--- src/rtl/i2s_tx_pkg.sv ---
// Shared types, default geometry and parameter legality check for the I2S triangle-wave transmitter.
package i2s_tx_pkg;

  localparam int unsigned DefDataW     = 8;
  localparam int unsigned DefFrameBits = 16;
  localparam int unsigned DefBclkDiv   = 2;

  typedef enum logic {
    StIdle,
    StRun
  } tx_state_e;

  // A slot must hold the one-bit I2S delay plus the whole word.
  function automatic bit params_ok(input int unsigned data_w, input int unsigned frame_bits,
                                   input int unsigned bclk_div);
    return (data_w >= 1) && (frame_bits >= data_w + 1) && (bclk_div >= 1);
  endfunction

endpackage

--- src/rtl/i2s_bclk_gen.sv ---
// Bit-clock generator: divides clk_i down to bclk and flags the cycle ending each bclk-high phase.
module i2s_bclk_gen #(
  parameter int unsigned BCLK_DIV = 2
) (
  input  logic clk_i,
  input  logic rst_n,
  input  logic run_i,
  output logic bclk_o,
  output logic fall_tick_o
);

  localparam int unsigned DivW = (BCLK_DIV > 1) ? $clog2(BCLK_DIV) : 1;
  localparam logic [DivW-1:0] DivMax = DivW'(BCLK_DIV - 1);

  logic [DivW-1:0] div_cnt_q, div_cnt_d;
  logic            bclk_q, bclk_d;
  logic            tick;

  always_comb begin
    tick      = run_i && (div_cnt_q == DivMax);
    div_cnt_d = div_cnt_q;
    bclk_d    = bclk_q;
    if (!run_i) begin
      div_cnt_d = '0;
      bclk_d    = 1'b0;
    end else if (tick) begin
      div_cnt_d = '0;
      bclk_d    = ~bclk_q;
    end else begin
      div_cnt_d = div_cnt_q + DivW'(1);
    end
  end

  always_ff @(posedge clk_i or negedge rst_n) begin
    if (!rst_n) begin
      div_cnt_q <= '0;
      bclk_q    <= 1'b0;
    end else begin
      div_cnt_q <= div_cnt_d;
      bclk_q    <= bclk_d;
    end
  end

  assign bclk_o      = bclk_q;
  assign fall_tick_o = tick && bclk_q;

endmodule

--- src/rtl/i2s_tri_tx.sv ---
// Stereo I2S transmitter: fetches one L/R pair per frame and shifts it MSB-first to the DAC.
// Define I2S_TX_OFFSET_BIN_EN to convert offset-binary samples to two's complement on capture.
module i2s_tri_tx
  import i2s_tx_pkg::*;
#(
  parameter int unsigned DATA_W     = DefDataW,
  parameter int unsigned FRAME_BITS = DefFrameBits,
  parameter int unsigned BCLK_DIV   = DefBclkDiv
) (
  input  logic              clk_i,
  input  logic              rst_n,
  input  logic              en_i,
  input  logic [DATA_W-1:0] sample_l_i,
  input  logic [DATA_W-1:0] sample_r_i,
  output logic              sample_req_o,
  output logic              bclk_o,
  output logic              lrck_o,
  output logic              sdata_o,
  output logic              busy_o
);

  if (!params_ok(DATA_W, FRAME_BITS, BCLK_DIV)) begin : g_bad_params
    $error("i2s_tri_tx: FRAME_BITS must be >= DATA_W+1 and BCLK_DIV >= 1");
  end

  localparam int unsigned BitW = $clog2(FRAME_BITS);
  localparam logic [BitW-1:0] SlotLast = BitW'(FRAME_BITS - 1);
  localparam logic [DATA_W-1:0] MsbMask = DATA_W'(1) << (DATA_W - 1);

  tx_state_e         state_q, state_d;
  logic [BitW-1:0]   bit_cnt_q, bit_cnt_d;
  logic              lrck_q, lrck_d;
  logic              req_q, req_d;
  logic [DATA_W-1:0] shadow_l_q, shadow_l_d;
  logic [DATA_W-1:0] shadow_r_q, shadow_r_d;
  logic [DATA_W-1:0] conv_mask, word, word_shifted;
  logic              fall_tick, in_data;

  i2s_bclk_gen #(
    .BCLK_DIV (BCLK_DIV)
  ) u_bclk_gen (
    .clk_i       (clk_i),
    .rst_n       (rst_n),
    .run_i       (state_q == StRun),
    .bclk_o      (bclk_o),
    .fall_tick_o (fall_tick)
  );

`ifdef I2S_TX_OFFSET_BIN_EN
  assign conv_mask = MsbMask;
`else
  assign conv_mask = '0;
`endif

  // Samples are latched at the end of the sample_req cycle, while upstream holds them stable.
  always_comb begin
    shadow_l_d = shadow_l_q;
    shadow_r_d = shadow_r_q;
    if (req_q) begin
      shadow_l_d = sample_l_i ^ conv_mask;
      shadow_r_d = sample_r_i ^ conv_mask;
    end
  end

  always_comb begin
    state_d   = state_q;
    bit_cnt_d = bit_cnt_q;
    lrck_d    = lrck_q;
    req_d     = 1'b0;
    unique case (state_q)
      StIdle: begin
        bit_cnt_d = '0;
        lrck_d    = 1'b0;
        if (en_i) begin
          req_d   = 1'b1;
          state_d = StRun;
        end
      end
      StRun: begin
        if (fall_tick) begin
          if (bit_cnt_q == SlotLast) begin
            bit_cnt_d = '0;
            lrck_d    = ~lrck_q;
            if (lrck_q) begin
              if (en_i) begin
                req_d = 1'b1;
              end else begin
                state_d = StIdle;
                lrck_d  = 1'b0;
              end
            end
          end else begin
            bit_cnt_d = bit_cnt_q + BitW'(1);
          end
        end
      end
      default: state_d = StIdle;
    endcase
  end

  always_ff @(posedge clk_i or negedge rst_n) begin
    if (!rst_n) begin
      state_q    <= StIdle;
      bit_cnt_q  <= '0;
      lrck_q     <= 1'b0;
      req_q      <= 1'b0;
      shadow_l_q <= '0;
      shadow_r_q <= '0;
    end else begin
      state_q    <= state_d;
      bit_cnt_q  <= bit_cnt_d;
      lrck_q     <= lrck_d;
      req_q      <= req_d;
      shadow_l_q <= shadow_l_d;
      shadow_r_q <= shadow_r_d;
    end
  end

  // Slot index 0 is the I2S delay bit; indices 1..DATA_W carry the word MSB-first.
  always_comb begin
    word         = lrck_q ? shadow_r_q : shadow_l_q;
    word_shifted = word << (bit_cnt_q - BitW'(1));
    in_data      = (bit_cnt_q != '0) && (bit_cnt_q <= BitW'(DATA_W));
    sdata_o      = in_data && word_shifted[DATA_W-1];
  end

  assign sample_req_o = req_q;
  assign lrck_o       = lrck_q;
  assign busy_o       = (state_q == StRun);

endmodule
--- config.mk ---
export PLATFORM = sky130hd
export DESIGN_NAME = i2s_tri_tx
export DESIGN_NICKNAME = d
export VERILOG_FILES = /design/src/rtl/i2s_tx_pkg.sv /design/src/rtl/i2s_bclk_gen.sv /design/src/rtl/i2s_tri_tx.sv
export SDC_FILE = /design/constraint.sdc
export NUM_CORES = 1
export LEC_CHECK = 0
export CAP_MARGIN = 20
export CORE_ASPECT_RATIO = 1.25
export CORE_MARGIN = 1.5
export CORE_UTILIZATION = 40
export DETAILED_ROUTE_END_ITERATION = 12
export GPL_ROUTABILITY_DRIVEN = 0
export SLEW_MARGIN = 20
export SYNTH_ARGS = -nofsm -noshare
export SYNTH_HDL_FRONTEND = slang
export SYNTH_HIERARCHICAL = 1
export SYNTH_SLANG_ARGS = --single-unit
--- constraint.sdc ---
create_clock -name clk_i -period 5.9 [get_ports clk_i]
set_input_delay 1.18 -clock clk_i [delete_from_list [all_inputs] [get_ports clk_i]]
set_output_delay 1.18 -clock clk_i [all_outputs]
set_load 0.01 [all_outputs]
==> Yosys cells after proc, flatten, opt, wreduce, memory -nomap -nowiden <==
Cells that the tools add are included.
{ "classes": {"n_mul": 0, "eq_ne": 4, "bitwise_logic": 3, "n_reduce_logical": 6, "n_shift": 1, "n_addsub": 3, "magnitude_cmp": 1, "n_div": 0, "mux": 22} }
{ "op_table": {"columns": ["operator", "count"], "rows": [
  ["$mux W1", 15],
  ["$mux W4", 2],
  ["$mux W8", 1],
  ["$pmux W4 S2", 1],
  ["$shl A8 B4 Y8", 1],
  ["$ne A2 B1 Y1 const B", 3],
  ["$pmux W1 S2", 3],
  ["$add A4 B1 Y4 const B", 1],
  ["$eq A4 B4 Y1 const B", 1],
  ["$le A4 B4 Y1 const B", 1],
  ["$logic_and A1 B1 Y1", 4],
  ["$reduce_bool A4 Y1", 1],
  ["$sub A4 B1 Y4 const B", 1],
  ["$not A1 Y1", 3],
  ["$reduce_and A2 Y1", 1],
  ["$add A1 B1 Y1 const B", 1]
]} }
{ "totals": {"register_bits": 25, "word_cells": 48, "latch_bits": 0, "memories": 0, "mem_bits_rw": 0, "rom_bits": 0, "input_bits": 19, "out_inout_bits": 5} }

==> Longest topological paths before layout <==
{ "depth": {"ltp_word": 6, "ltp_mapped": 6} }

==> Hierarchy <==
Netlist, hierarchy kept.
{ "modules_own_cells": {"columns": ["mod", "cells_per_inst", "instances", "area_per_inst_um2", "seq_area_each_um2"], "rows": [
  ["i2s_tri_tx", 81, 1, 1111.1, 575.6],
  ["i2s_bclk_gen", 6, 1, 81.3, 50.0]
]} }

==> Worst setup path after synthesis <==
OpenSTA, ideal clock, no wires.
{ "synth_path": {"path_type": "register -> output", "from": "register bit_cnt_q[0]", "to": "output sdata_o", "arrival_time_ps": 1727, "path_stages_with_launch": 7, "slack_ps": 2993, "n_path_buf": 0, "path_cell_list": "dfrtp_1 -> inv_1 -> ha_1 -> mux4_2 -> mux2_2 -> a22oi_2 -> nand3_1"} }
{ "synth_between": {"elab_chain_cells": 3} }
{ "synth_rtl": {"columns": ["item", "line", "text"], "rows": [
  ["start: declaration", "i2s_tri_tx.sv:31", "logic [BitW-1:0] bit_cnt_q, bit_cnt_d;"],
  ["start signal: assignment", "i2s_tri_tx.sv:111", "bit_cnt_q <= bit_cnt_d;"],
  ["$sub A4 B1 Y4 (tied with other cells)", "i2s_tri_tx.sv:122", "word_shifted = word << (bit_cnt_q - BitW'(1));"],
  ["$shl A8 B4 Y8 or $logic_and A1 B1 Y1 (tied branches)", "i2s_tri_tx.sv:122, i2s_tri_tx.sv:123", null],
  ["$logic_and A1 B1 Y1 (*)", "i2s_tri_tx.sv:124", "sdata_o = in_data && word_shifted[DATA_W-1];"],
  ["end: declaration", "i2s_tri_tx.sv:18", "output logic sdata_o,"]
]} }
Every way passes the cells marked *; elsewhere a longest branch is shown, timed or not.

==> Final worst setup path <==
Ends and elaborated chain as after synthesis.

==> impl_metrics.env <==
export IMPL_synthArstFlopShare=1.00
export IMPL_grt_overflow_total=0
export IMPL_worst_endpoint_required_ns=4.72
export IMPL_post_route_period_util=0.650
export IMPL_worst_endpoint_arrival_ns=2.66
export IMPL_fin_crit_ns=3.84
export IMPL_post_cts_sizing=0
export IMPL_sequential_cell_area_um2=626
export IMPL_dpl_hpwl_um=1590
export IMPL_insertedDiodeCount=0
export IMPL_peakVddDrop_mv=0.135
export IMPL_fmax_mhz=261
export IMPL_grt_setup_unrepaired="no"
export IMPL_pin_count_of_the_biggest_net_entering_global_routing=26
export IMPL_1st_iter_drt_viols=10
export IMPL_criticalPathCategory="register to output pin"
export IMPL_placement_cell_area_um2=1450
export IMPL_firstDrtPassIters=4
export IMPL_synth_area_per_cell_um2=13.7
export IMPL_synth_nets=108
export IMPL_power_per_cell_area_nw_per_um2=178
export IMPL_setup_tns_ns=0
export IMPL_initial_antenna_violation_count=0
export IMPL_setup_viol_count_final=0
export IMPL_floorplan_core_area_um2=2760
export IMPL_fp_dieArea_um2=3320
export IMPL_cts_max_path_buffers=2
export IMPL_port_buffers=23
export IMPL_slew_limit_headroom=0.572
export IMPL_fin_skew_ns=0.00223
export IMPL_yosysSeqAreaShare=0.525
export IMPL_yosys_most_used_dff="dfrtp_1"
export IMPL_finalHoldViolCount=0
export IMPL_grt_pass1_vias=757
export IMPL_cp_num_buf_inv=2
export IMPL_drt_vias_per_instance=5.28
export IMPL_multiInputGateArea_um2=541
export IMPL_clk_insertion_delay_late_ns=0.32
export IMPL_ys_seq_elements=25
export IMPL_die_y_um=64.0
export IMPL_postCtsSetupRepairBufs=0
export IMPL_synth_lib_cells_used_distinct=29
export IMPL_global_route_usage_total=0.146
export IMPL_vias=760
export IMPL_hold_bufs_at_cts=0
export IMPL_worst_slew_pin_transition_ns=0.642
export IMPL_result_of_the_run="finished, final reports clean"
export IMPL_timing_critical_path_slowest_stage_cell="dfrtp_1"
export IMPL_htree_depth=1
export IMPL_wl_per_cell_um=14.5
export IMPL_detail_route_antenna_nets=0
export IMPL_worst_path_max_fanout=7
export IMPL_first_pass_grt_wire_length_um=3570
export IMPL_crit_path_cell_trace="inv_1, ha_1, mux4_1, mux2_2, a22oi_2, nand3_1, clkdlybuf4s50_1"
export IMPL_max_cap_viol_count=0
export IMPL_synth_area_top_cells="dfrtp_1, mux2_2, mux4_1, mux4_2, and2_1"
export IMPL_min_delay_path_class="register to register"
export IMPL_synthesis_instances=87
export IMPL_clock_tree_from_tritoncts="built"
export IMPL_areaGrowthSynthToFinish_pct=23.4
export IMPL_tritoncts_num_buffers=3
export IMPL_routed_wl_um=2080
export IMPL_timing_critical_path_from_type="register"
export IMPL_remaining_drc_errors=0
export IMPL_clock_tree_root_cell="clkbuf_4"
export IMPL_library_cell_with_the_largest_summed_area_after_synthesis="dfrtp_1"
export IMPL_design_area_um2=1470
export IMPL_crit_path_end_kind="output pin"
export IMPL_starting_density=0.432
export IMPL_post_synth_instance_area_um2=1190
export IMPL_slew_violations=0
export IMPL_power_leakage_nw=0.647
export IMPL_synth_top_area_share=0.525
export IMPL_cp_slowest_stage_delay_ns=0.50
export IMPL_cts_clk_slew_worst_paths_ns=0.13
export IMPL_clock_sinks=25
export IMPL_pin_count=24
export IMPL_fillers=255
export IMPL_synth_edf_count=0
export IMPL_yosysWarningCount=6
export IMPL_yosys_top_cells_count="dfrtp_1, mux2_2, and2_1"
export IMPL_floorplan_rows=21
export IMPL_layout_drive_gt1_share=0.255
export IMPL_critical_path_top_delay_family="buffers and inverters"
export IMPL_synth_most_common_cell="dfrtp_1"
export IMPL_nets=132
export IMPL_die_x_um=51.8
registers in the layout, summed over array words and instances, names as in the netlist:
| signal | flops |
|---|---|
| busy_o | 1 |
| shadow_l_q | 8 |
| sample_req_o | 1 |
| shadow_r_q | 8 |
| bit_cnt_q | 4 |
| lrck_o | 1 |
| u_bclk_gen/bclk_o | 1 |
| u_bclk_gen/div_cnt_q | 1 |
placed cells by master (no fill, tap or decap), drive strengths merged, types with 2 or more instances in the layout:
cell type / netlist / routed
dfrtp: 25 / 25
clkdlybuf4s50: 0 / 22
mux2: 18 / 18
and2: 5 / 5
nand3: 4 / 4
clkbuf: 3 / 4
mux4: 4 / 4
inv: 3 / 3
nand2: 2 / 2
o21ai: 2 / 2
xnor2: 2 / 2
ha: 2 / 2
worst paths after layout:
kind,from,endpoint,slack [ns],cells after the start
min,shadow_r_q[2],shadow_r_q[2],0.52,1
max in group asynchronous,rst_n,lrck_o,4.70,1
max reg2reg,busy_o,sample_req_o,4.43,4
min reg2reg,shadow_r_q[2],shadow_r_q[2],0.52,1
min in group asynchronous,rst_n,shadow_l_q[1],0.83,1
max,bit_cnt_q[0],sdata_o,2.06,7
cell families after synthesis:
group	Yosys count	share of synthesized area
XOR/XNOR	3	0.0220
flip-flops	25	0.525
AND/OR/NAND/NOR	21	0.109
buffers and inverters	7	0.0220
AO/OA/AOI/OAI	6	0.0409
multiplexers	23	0.260
adder cells (fa/ha/maj)	2	0.0210
cell type report:
cell class	count	area share
sequential	25	0.425
multi-input combinational	55	0.367
timing repair buffer	23	0.153
clock buffer	4	0.0179
inverter	3	0.00765
tap	34	0.0289
where the power goes:
part           total [mW]  internal [mW]  switching [mW]
registers           0.171          0.171               0
clock network      0.0757         0.0265          0.0492
logic              0.0146         0.0101         0.00457
per-layer routing:
| layer | global-route usage | part of all wire | vias up |
|---|---|---|---|
| met5 | 0 | 0 | - |
| met4 | 0.0691 | 0.019 | 0 |
| met3 | 0.0280 | 0.031 | 4 |
| met2 | 0.222 | 0.51 | 22 |
| met1 | 0.199 | 0.44 | 371 |
| li1 | - | - | 363 |
stage by stage:
| step | cells | power (mW) | hold WS [ns] | util | setup slack, ns |
|---|---|---|---|---|---|
| global route | 144 | 0.275 | 0.541 | 0.533 | 1.90 |
| CTS | 144 | 0.268 | 0.525 | 0.535 | 2.04 |
| detailed placement | 140 | 0.190 | 0.494 | 0.526 | 2.41 |
| global placement | 140 | 0.190 | 0.496 | 0.526 | 2.46 |
| finish | 144 | 0.262 | 0.520 | 0.533 | 2.06 |
| floorplan | 87 | 0.175 | 0.472 | - | 2.99 |
Note: power is estimated with default switching activity, not from simulation.
==> RTL change 1: new RTL, config.mk and constraints unchanged <==
The option `I2S_TX_OFFSET_BIN_EN` is turned on by a define.
--- a/src/rtl/i2s_tri_tx.sv
+++ b/src/rtl/i2s_tri_tx.sv
@@ -2,2 +2,4 @@
 // Define I2S_TX_OFFSET_BIN_EN to convert offset-binary samples to two's complement on capture.
+`define I2S_TX_OFFSET_BIN_EN
+
 module i2s_tri_tx
Behaviour: not the same (Yosys sat finds a counterexample within 10 cycles, from zero or initial values and one cycle with rst_n low).
==> RTL change 1 against the unedited design <==
Total power grew 0.22%. Sequential cell count is the same. Non-clock buffer count is the same. Area after synthesis shrank 0.31%. Cell area shrank 0.34%. Wire length shrank 0.24%. Clock power grew 0.8%. Setup slack lost 0.0066 ns. Critical path type unchanged. Largest power group unchanged.
==> RTL change 1: results (changes against the unedited design) <==
* Hold-critical path endpoint: shadow_l_q[1]
* Net count after synthesis at 110 (+1.9%)
* Status: complete, no violations
* Fin cells at 146 (+1.4%)
* All-layer global routing usage at 14.3% (-0.30 points)
* Wl on met1 at 971 um (+5.7%)
* Most frequent cells after synthesis: dfrtp_1, mux2_2, and2_1
* Sw power at 0.0544 mW (+1.1%)
* Met1 Track Usage GR at 19.4% (-0.47 points)
* DP Wirelength at 1530 um (-3.8%)
* First-pass GRT wire length at 3640 um (+1.9%)
* Hold Startpoint: shadow_l_q[1]
* Compound-Gate Fraction of Synth Area at 4.95% (+0.86 points)
* Routed wl met2 at 1000 um (-5.3%)
* Worst Skew at 0.00534 ns (+0.00311 ns)
* Peak VDD IR at 0.133 mV (-1.2%)
* Worst Setup EP: sdata_o
* Clk pwr share at 29.1% (+0.2 points)
* Main area contributors after synthesis: dfrtp_1, mux2_2, mux4_1
* Lkg Pwr at 0.634 nW (-2.1%)
* Drt first-iter violations at 14 (+4)
* Share of cells above drive strength 1 at 23.2% (-2.2 points)
* Syn Area/Cell at 13.4 um^2 (-2.6%)
* Routed Wire Length at 2080 um (-0.24%)
* Worst Hold Class: reg2reg
* Area share of fa/ha/maj cells after synthesis at 2.11% (+0.0066 points)
* Vias in the first global route at 795 (+5.0%)
* Post-synthesis sequential area ratio at 52.6% (+0.17 points)
* Delay-heaviest family, CP: multiplexers
* Worst-Margin Slew at 0.697 ns (+0.0552 ns)
* M2 GR Usage at 22.8% (+0.60 points)
* Wire length on met3 at 71 um (+9.2%)
* Via density at 5.36 (+1.5%)
* Layout Nets at 134 (+1.5%)
* Multiplexer area fraction after synthesis at 24.2% (-1.8 points)
* Synth warn at 6 (unchanged)
* FF-to-FF setup slack at 4.39 ns (-0.04 ns)
* Slowest cell on crit path: dfrtp_1
* Number of instances in the placed design at 142 (+1.4%)
* Post-Synth XOR/XNOR Area at 2.21% (+0.0070 points)
RTL change 1: changes by cell type after synthesis:
| cell | change |
|---|---|
| a21oi_1 | +2 |
| buf_2 | +1 |
| nor2_1 | +2 |
| mux2_2 | -2 |
| buf_1 | -1 |
RTL change 1: stage by stage:
stage / hold slack, ns / cell area, um^2 / utilization [%] / total power [mW] / setup WS, ns
5_1_grt: 0.559 / 1470 / 53.2 / 0.274 / 1.90
3_3_place_gp: 0.493 / 1450 / 52.4 / 0.190 / 2.47
2_1_floorplan: 0.472 / 1190 / - / 0.175 / 2.99
4_1_cts: 0.532 / 1470 / 53.2 / 0.267 / 2.05
3_5_place_dp: 0.500 / 1440 / 52.2 / 0.190 / 2.43
6_report: 0.525 / 1470 / 53.2 / 0.262 / 2.06
RTL change 1: final cells by class:
cell class / count / area (um^2)
fillers: 263 / 1290
well taps: 34 / 42.5
clock buffers: 4 / 26.3
inverters: 3 / 11.3
flip-flops and latches: 25 / 626
repair buffers: 23 / 225
multi-input cells: 57 / 536
==> RTL change 2: new RTL, config.mk and constraints unchanged <==
Without the edit above. Make the reset (`rst_n`) synchronous in 2 clocked blocks.
--- a/src/rtl/i2s_bclk_gen.sv
+++ b/src/rtl/i2s_bclk_gen.sv
@@ -33,3 +33,3 @@
 
-  always_ff @(posedge clk_i or negedge rst_n) begin
+  always_ff @(posedge clk_i) begin
     if (!rst_n) begin
--- a/src/rtl/i2s_tri_tx.sv
+++ b/src/rtl/i2s_tri_tx.sv
@@ -100,3 +100,3 @@
 
-  always_ff @(posedge clk_i or negedge rst_n) begin
+  always_ff @(posedge clk_i) begin
     if (!rst_n) begin
Behaviour: differs if rst_n is asserted again (counterexample within 4 cycles, from zero or initial values and one cycle with rst_n low); with rst_n held inactive, the same outputs for 10 cycles.
==> RTL change 2 against the unedited design <==
Cell area down 2.1%. Area after synthesis shrank 2.0%. Setup slack got worse by 0.25 ns. Sequential cell count stayed put. Via count rose by 8.2%. Wire length is 2.3% higher. First-iteration DRC count down 30%. Critical endpoint unchanged.
Power is not compared: it rests on default switching activity, and its combinational part moved more than twofold at a synthesized area within 25%.
==> RTL change 2: results (changes against the unedited design) <==
* Status: complete, no violations
* First-pass GRT wire length at 3630 um (+1.7%)
* Hold-critical path endpoint: u_bclk_gen/div_cnt_q
* Worst Skew at 0.00430 ns (+0.00207 ns)
* Post-synthesis sequential area ratio at 42.8% (-9.6 points)
* Reg2reg start: busy_o
* Worst slew margin at 38.3% (-19 points)
* All-layer global routing usage at 14.9% (+0.24 points)
* Synth async-reset ratio at 0% (-100 points)
* Post-CTS resize count at 0 (unchanged)
* Share of cells above drive strength 1 at 5.43% (-20 points)
* Net count after synthesis at 128 (+19%)
* Vias in the first global route at 830 (+9.6%)
* First-pass iteration count of the detailed router at 4 (unchanged)
* Layout Nets at 151 (+14%)
* Drt first-iter violations at 7 (-3)
* DP Wirelength at 1610 um (+1.3%)
* Distinct cells, synth at 30 (+3.4%)
* Largest net degree at the start of global routing at 22 (-15%)
* Hold Slack at 0.489 ns (-0.0306 ns)
* Fillers at 268 (+5.1%)
* Most frequent cells after synthesis: dfxtp_1, mux2i_1, nor2b_1
* Critical path arrival at 2.91 ns (+0.25 ns)
* Crit Path Max Fanout at 8 (+1)
* CP max stage delay at 0.53 ns (+0.03 ns)
* Via density at 5.04 (-4.4%)
* Main area contributors after synthesis: dfxtp_1, mux2i_1, nor2b_1
* Worst r2r dst: busy_o
* Placed cell areas at 0.00141 mm^2 (-2.6%)
* R2R depth at 5 (+1)
-- RTL change 2: layer usage --
layer  global-route usage, %  part of all wire (%)
met1                    17.0                    45
met2                    25.5                    51
met3                    2.61                   2.9
met4                    8.22                   1.2
met5                       0                     0
-- RTL change 2: power by group through the flow --
stage / combinational, mW / sequential, mW / clock [mW]
6_report: 0.0296 / 0.180 / 0.0762
2_1_floorplan: 0.0159 / 0.181 / 0
5_1_grt: 0.0324 / 0.181 / 0.0876
3_3_place_gp: 0.0292 / 0.184 / 0
3_5_place_dp: 0.0299 / 0.184 / 0
4_1_cts: 0.0299 / 0.181 / 0.0810
-- RTL change 2: stage by stage --
stage / power, mW / std cells
6_report: 0.286 / 163
2_1_floorplan: 0.197 / 107
5_1_grt: 0.301 / 163
3_3_place_gp: 0.214 / 159
4_1_cts: 0.292 / 163
3_5_place_dp: 0.214 / 159
-- RTL change 2: how the worst max path moves through the flow --
stage	start	end	depth (start not counted)	slack (ns)
3_3_place_gp	bit_cnt_q[0]	sdata_o	7	2.25
4_1_cts	bit_cnt_q[0]	sdata_o	7	1.78
6_report	bit_cnt_q[0]	sdata_o	7	1.81
2_1_floorplan	bit_cnt_q[0]	sdata_o	7	2.88
5_1_grt	bit_cnt_q[0]	sdata_o	7	1.62
3_5_place_dp	bit_cnt_q[0]	sdata_o	7	2.17
-- RTL change 2: kinds of logic (layout without fill, tap and decap cells) --
kind of cell	Yosys count	count (layout)	share of synthesized area, %
xor gates and xnor gates	4	4	3.00
buffers and inverters	7	29	3.11
and+or+nand+nor	40	40	19.8
muxes	23	23	25.4
AOI/OAI and AO/OA	6	6	3.75
DFF	25	25	42.8
adders and majority gates	2	2	2.14
-- RTL change 2: final cells by class --
cell class | instances | area (um^2) | area share [%]
repair buffers | 23 | 230 | 16.0
multi-input cells | 75 | 632 | 43.9
well taps | 34 | 42.5 | 2.95
flip-flops and latches | 25 | 500 | 34.8
clock buffers | 3 | 22.5 | 1.56
clock inverters | 1 | 5.00 | 0.348
inverters | 2 | 7.51 | 0.521
-- RTL change 2: critical path, delay by kind of cell (launching register included) --
family / cells / cell delay, ns
DFF: 1 / 0.52
adders and majority gates: 1 / 0.40
muxes: 2 / 0.46
and+or+nand+nor: 2 / 0.55
buffers and inverters: 2 / 0.66
